**config.mk**
```make
export PLATFORM = sky130hd
export DESIGN_NAME = fetch_queue
export DESIGN_NICKNAME = d
export VERILOG_FILES = /design/src/rtl/fetch_queue.sv
export SDC_FILE = /design/constraint.sdc
export NUM_CORES = 1
export LEC_CHECK = 0
export BUFFER_PORTS_ARGS = -buffer_cell sky130_fd_sc_hd__buf_2
export CELL_PAD_IN_SITES_DETAIL_PLACEMENT = 1
export CELL_PAD_IN_SITES_GLOBAL_PLACEMENT = 1
export CORE_MARGIN = 4
export CORE_UTILIZATION = 35
export DETAILED_ROUTE_END_ITERATION = 12
export PLACE_DENSITY = 0.6
export SYNTH_ARGS = -nofsm -noshare
export SYNTH_HDL_FRONTEND = slang
export SYNTH_SLANG_ARGS = --single-unit
```
**constraint.sdc**
```tcl
create_clock -name clk -period 4.35 [get_ports clk]
set_input_delay 0.435 -clock clk [delete_from_list [all_inputs] [get_ports clk]]
set_output_delay 0.435 -clock clk [all_outputs]
set_load 0.005 [all_outputs]
```
**src/rtl/fetch_queue.sv**
```systemverilog
// -----------------------------------------------------------------------------
// fetch_queue
//
// Instruction fetch front end. It issues sequential requests to a synchronous
// instruction ROM and buffers the returned words in a small circular queue for
// the decode stage. A credit check stops the queue from overflowing: one slot is
// reserved for every request whose response has not yet arrived. A
// branch/jump redirect flushes the queue and restarts fetching at a new PC.
//
// Parameters
//   XLEN      PC / address width
//   DEPTH     queue entry count (power of two, >= 2)
//   RESET_PC  first fetch address after reset
//
// Ports
//   clk          rising-edge clock for all state
//   rst          synchronous, active-high reset
//   im_addr      instruction-memory address (fetch PC)
//   im_req       a request for im_addr is issued this cycle
//   im_r_data    instruction word, valid one cycle after the matching im_req
//   redirect     branch/jump taken: flush the queue and refetch
//   redirect_pc  target address, sampled while redirect=1
//   d_ready      decode accepts the head entry (0 = stall)
//   d_valid      head entry is valid (0 = bubble to decode)
//   d_pc         PC of the head entry
//   d_inst       instruction of the head entry
//   count        number of valid entries
// -----------------------------------------------------------------------------
module fetch_queue #(
   parameter int unsigned      XLEN     = 32,
   parameter int unsigned      DEPTH    = 4,
   parameter logic [XLEN-1:0]  RESET_PC = '0
) (
   input  logic                         clk,
   input  logic                         rst,
   output logic [XLEN-1:0]              im_addr,
   output logic                         im_req,
   input  logic [31:0]                  im_r_data,
   input  logic                         redirect,
   input  logic [XLEN-1:0]              redirect_pc,
   input  logic                         d_ready,
   output logic                         d_valid,
   output logic [XLEN-1:0]              d_pc,
   output logic [31:0]                  d_inst,
   output logic [$clog2(DEPTH+1)-1:0]   count
);

   localparam int unsigned CW = $clog2(DEPTH + 1);
   localparam int unsigned PW = $clog2(DEPTH);

   // DEPTH widened by one bit so it compares directly against count + inflight.
   localparam logic [CW:0]     DEPTH_W  = (CW + 1)'(DEPTH);
   localparam logic [XLEN-1:0] PC_STEP  = (XLEN)'(4);
   localparam logic [PW-1:0]   PTR_ONE  = (PW)'(1);
   localparam logic [CW-1:0]   CNT_ONE  = (CW)'(1);

   // ---------------------------------------------------------------------------
   // State
   // ---------------------------------------------------------------------------
   logic [XLEN-1:0] pc_q,       pc_d;        // next address to fetch
   logic [XLEN-1:0] req_pc_q,   req_pc_d;    // PC of the request now in flight
   logic            inflight_q, inflight_d;  // a response arrives this cycle
   logic [PW-1:0]   head_q,     head_d;
   logic [PW-1:0]   tail_q,     tail_d;
   logic [CW-1:0]   count_q,    count_d;

   // Entry storage is deliberately unreset: only count and the pointers decide
   // which entries hold live data.
   logic [XLEN-1:0] pc_mem_q   [DEPTH];
   logic [31:0]     inst_mem_q [DEPTH];

   // ---------------------------------------------------------------------------
   // Control decode
   // ---------------------------------------------------------------------------
   logic [CW:0] credit_s;   // entries held plus the slot reserved for the in-flight response
   logic        issue_s;
   logic        push_s;
   logic        pop_s;
   logic        valid_s;

   // Issue, push and pop qualifiers. Redirect and reset block all three; the
   // response returning in a redirect cycle belongs to the old path and is dropped.
   always_comb begin
      credit_s = {1'b0, count_q} + {{CW{1'b0}}, inflight_q};
      valid_s  = (count_q != {CW{1'b0}});
      issue_s  = !rst && !redirect && (credit_s < DEPTH_W);
      push_s   = !rst && !redirect && inflight_q;
      pop_s    = !rst && !redirect && valid_s && d_ready;
   end

   // ---------------------------------------------------------------------------
   // Next-state logic
   // ---------------------------------------------------------------------------

   // Fetch PC, in-flight tracking, queue pointers and occupancy.
   always_comb begin
      pc_d       = pc_q;
      req_pc_d   = req_pc_q;
      inflight_d = 1'b0;
      head_d     = head_q;
      tail_d     = tail_q;
      count_d    = count_q;

      if (redirect) begin
         // Flush: everything queued or in flight is from the wrong path.
         pc_d       = redirect_pc;
         inflight_d = 1'b0;
         head_d     = {PW{1'b0}};
         tail_d     = {PW{1'b0}};
         count_d    = {CW{1'b0}};
      end else begin
         if (issue_s) begin
            pc_d       = pc_q + PC_STEP;   // wraps modulo 2^XLEN
            req_pc_d   = pc_q;
            inflight_d = 1'b1;
         end else begin
            pc_d       = pc_q;
            req_pc_d   = req_pc_q;
            inflight_d = 1'b0;
         end

         // Pointers wrap naturally because DEPTH is a power of two.
         if (push_s) begin
            tail_d = tail_q + PTR_ONE;
         end else begin
            tail_d = tail_q;
         end

         if (pop_s) begin
            head_d = head_q + PTR_ONE;
         end else begin
            head_d = head_q;
         end

         // The credit check guarantees push never happens with count = DEPTH.
         case ({push_s, pop_s})
            2'b10:   count_d = count_q + CNT_ONE;
            2'b01:   count_d = count_q - CNT_ONE;
            default: count_d = count_q;
         endcase
      end
   end

   // ---------------------------------------------------------------------------
   // Registers
   // ---------------------------------------------------------------------------

   // Control state with synchronous reset; reset wins over redirect.
   always_ff @(posedge clk) begin
      if (rst) begin
         pc_q       <= RESET_PC;
         req_pc_q   <= RESET_PC;
         inflight_q <= 1'b0;
         head_q     <= {PW{1'b0}};
         tail_q     <= {PW{1'b0}};
         count_q    <= {CW{1'b0}};
      end else begin
         pc_q       <= pc_d;
         req_pc_q   <= req_pc_d;
         inflight_q <= inflight_d;
         head_q     <= head_d;
         tail_q     <= tail_d;
         count_q    <= count_d;
      end
   end

   // Entry storage: write the returning word together with the PC it was fetched from.
   always_ff @(posedge clk) begin
      if (push_s) begin
         pc_mem_q[tail_q]   <= req_pc_q;
         inst_mem_q[tail_q] <= im_r_data;
      end
   end

   // ---------------------------------------------------------------------------
   // Outputs
   // ---------------------------------------------------------------------------

   // While reset is held the PC register may not yet be initialised, so the
   // address is forced to RESET_PC directly.
   always_comb begin
      if (rst) begin
         im_addr = RESET_PC;
      end else begin
         im_addr = pc_q;
      end
      im_req  = issue_s;
      d_valid = valid_s;
      d_pc    = pc_mem_q[head_q];
      d_inst  = inst_mem_q[head_q];
      count   = count_q;
   end

endmodule

```
==> flow_summary.yaml <==
cts:
  cts_hold_buf: 0
  cts_made_buffers: 39
  htreeDepth: 2
  clockRootBuffer: "clkbuf_16"
  clk_pin_slew_ps: 60
  cts_tree: "yes"
  cts_sinks: 330
  clk_latency_ps: 530
  cts_setup_buffers: 0
  cts_buffer_depth: 3
  cts_resized: 0
power:
  cellPowerDensity_nw_per_um2: 444
  p_total_w: 0.00695
  internal-power_w: 0.00551
  switching_power_w: 0.00144
  combPwrFrac_pct: 3.2
  ir_drop_mv: 0.268
  seqPwrFrac_pct: 50.2
  p_clk_share_pct: 46.6
  swShare_pct: 20.7
  leakagePower_nw: 5.41
floorplanning:
  die_area_um2: 40300
  io_pins: 169
  fp.dieW_um: 201
  die_y_um: 201
  row_count: 70
  start_util_pct: 35.5
  core-area_um2: 36600
sta:
  fmax_mhz: 338
  rsz0062_at_grt: "false"
  fin_skew_ps: 13.7
  timing.final.ws_setup_ps: 1390
  tightest_slew_ps: 1040
  drv_slew: 0
  finalHoldViolCount: 0
  max-slew-margin-rel_pct: 30.6
  finalCriticalPeriod_ps: 2960
  finalCritPeriodShare_pct: 68.0
  setup_viol: 0
  fin_setup_tns_ps: 0
finish:
  nets: 1061
  syn2layout_area_growth_pct: 20.5
  fill_cells: 3712
  layout-drive-gt1-share_pct: 30.8
  antenna_cells: 0
  final_area_um2: 15700
logic_synthesis:
  syn_area_um2: 13000
  ys_types: 58
  async_flop_share_pct: 0
  synthCells: 819
  ys_seq_elements: 330
  syn-num-nets: 894
  yosys_warnings: 0
  ys_seq_area_share_pct: 70.6
  synth_edf_count: 256
  synth_top_flop_cell: "edfxtp_1"
  synth_area_per_cell_um2: 15.9
grt:
  grt_max_degree: 71
  gr-total-overflow: 0
  grt_util_all_layers_pct: 16.8
  grt_pass1_vias: 8239
  grt_pass1_wl_um: 52500
  grt_antenna_before_repair: 0
job:
  max_cap_violations: 0
detailed_routing:
  drt_wl_total_um: 34300
  avgViaCountPerCell: 5.28
  drt.antenna.violating_nets: 0
  drc: 0
  firstDrtPassIters: 5
  drt-initial-drc-count: 465
  wire_per_inst_um: 23.2
  routed-via-count: 7830
place:
  gp_congestion: 0.761
  portBuffers: 168
  place_hpwl_um: 21900
  postPlaceCellArea_um2: 14400
  post-place-ws_ps: 1810
worst_setup_path:
  r2r_slack_ps: 1930
  rr_worst_depth: 6
  arrival_ps: 2520
  path_class: "reg -> out"
  critPathCaptureType: "output pin"
  cp_max_fo: 36
  cp-start-kind: "register"
  timing.rr.end: "req_pc_q[4]"
  cp.required_ps: 3910
  rr_startpoint: "inflight_q"
outcome:
  outcome: "completed"
hold_path:
  hold_path_depth: 1
  min_from: "im_r_data[28]"
  min-delay-path-class: "in -> reg"
  worstHoldEndpoint: "inst_mem_q[2][28]"
-- worst max path at each step --
stage	start	to	slack [ps]	cells past startpoint
6_report	register	d_pc[18]	1390	3
3_3_place_gp	rst	count[2]	1840	10
4_1_cts	register	d_pc[18]	1280	3
5_1_grt	register	d_pc[18]	1160	3
3_5_place_dp	rst	count[2]	1810	10
2_1_floorplan	rst	inst_mem_q[0][0]	1180	4
-- power by group through the flow --
| stage | clock, W | combinational, W | sequential, W |
|---|---|---|---|
| after global placement | 0 | 0.000222 | 0.00355 |
| after detailed placement | 0 | 0.000225 | 0.00355 |
| after floorplan | 0 | 0.000122 | 0.00352 |
| after CTS | 0.00332 | 0.000227 | 0.00349 |
| after global routing | 0.00346 | 0.000247 | 0.00349 |
| final | 0.00324 | 0.000222 | 0.00349 |
-- cells by family (layout without fill, tap and decap cells) --
kind of cell | count (synthesis) | after routing | synth area share (%)
buf+inv | 63 | 259 | 1.97
simple gates | 245 | 245 | 9.70
xor+xnor | 11 | 11 | 0.742
fa+ha+maj | 7 | 7 | 0.732
compound gates | 96 | 96 | 4.93
mux | 67 | 67 | 11.3
flops | 330 | 330 | 70.6
-- per-layer routing --
| layer | global-route usage [%] | up-vias | part of all wire, % |
|---|---|---|---|
| li1 | - | 3537 | - |
| met3 | 3.70 | 45 | 5.6 |
| met1 | 24.0 | 4038 | 46 |
| met2 | 26.4 | 210 | 47 |
| met4 | 3.98 | 0 | 1.8 |
| met5 | 0 | - | 0 |
-- cell usage after synthesis (2+ instances only) --
library cell / n / area, um2
dfxtp_1: 74 / 1480
edfxtp_1: 256 / 7690
mux2i_1: 3 / 30.0
a22oi_1: 3 / 22.5
a311oi_1: 4 / 35.0
a21o_1: 2 / 15.0
nor3_1: 4 / 20.0
or3_1: 7 / 43.8
nor2b_1: 31 / 194
nand2_1: 98 / 368
o31ai_1: 2 / 15.0
nand4_1: 17 / 106
o311ai_0: 7 / 61.3
xnor2_1: 3 / 26.3
a21oi_1: 39 / 195
o211ai_1: 6 / 45.0
xor2_1: 8 / 70.1
ha_1: 6 / 75.1
mux4_2: 64 / 1440
clkbuf_1: 31 / 116
and4_1: 7 / 61.3
nand2b_1: 2 / 12.5
a31oi_1: 12 / 75.1
nor2_1: 27 / 101
or4_1: 8 / 60.1
nand3_1: 15 / 75.1
nor3b_1: 3 / 22.5
buf_1: 6 / 22.5
and2_1: 3 / 18.8
nand4_2: 2 / 25.0
o41ai_1: 2 / 17.5
o21ai_0: 4 / 20.0
inv_1: 9 / 33.8
a211oi_1: 4 / 30.0
nor4_1: 5 / 31.3
a32oi_1: 2 / 17.5
and3_1: 8 / 50.1
buf_2: 15 / 75.1
-- cells in the final DEF, fill, tap and decap left out, types with 5 or more instances in the layout --
cell type	n
and4_1	7
nand4_1	17
clkbuf_16	41
clkbuf_1	11
or3_1	7
dfxtp_1	72
nor2_1	27
ha_1	6
nor4_1	5
buf_4	7
edfxtp_1	256
o311ai_0	7
nor2b_1	31
xor2_1	8
mux4_2	64
clkinv_1	5
buf_2	167
clkinv_2	6
inv_1	9
buf_12	5
nand2_1	97
or4_1	8
o211ai_1	6
nand3_1	15
a21oi_1	39
a31oi_1	12
-- final cells by class --
class | instances | area (um2) | area share [%]
tap | 468 | 586 | 3.74
timing repair buffer | 179 | 988 | 6.32
sequential | 330 | 9180 | 58.6
inverter | 10 | 37.5 | 0.240
clock inverter | 16 | 181 | 1.16
clock buffer | 54 | 1090 | 7.00
multi-input combinational | 426 | 3590 | 22.9
-- registers in the layout, indices dropped and copies added (netlist names), named ones only --
signal      count
tail_q          2
req_pc_q       32
count           3
head_q          2
inflight_q      1
pc_q           32
pc_mem_q      128
inst_mem_q    128
-- critical path: stages (launching register included) --
cell and delay [ps]:
dfxtp_4 840, buf_12 350, mux4_2 590, buf_2 150
-- metrics by stage --
step	instances	hold WS (ps)	utilization, %
after floorplan	819	440	-
after global placement	1413	473	39.3
after detailed placement	1413	476	39.3
after CTS	1483	102	42.7
after global routing	1483	110	42.7
final	1483	129	42.7
Note: power is estimated with default switching activity, not from simulation.
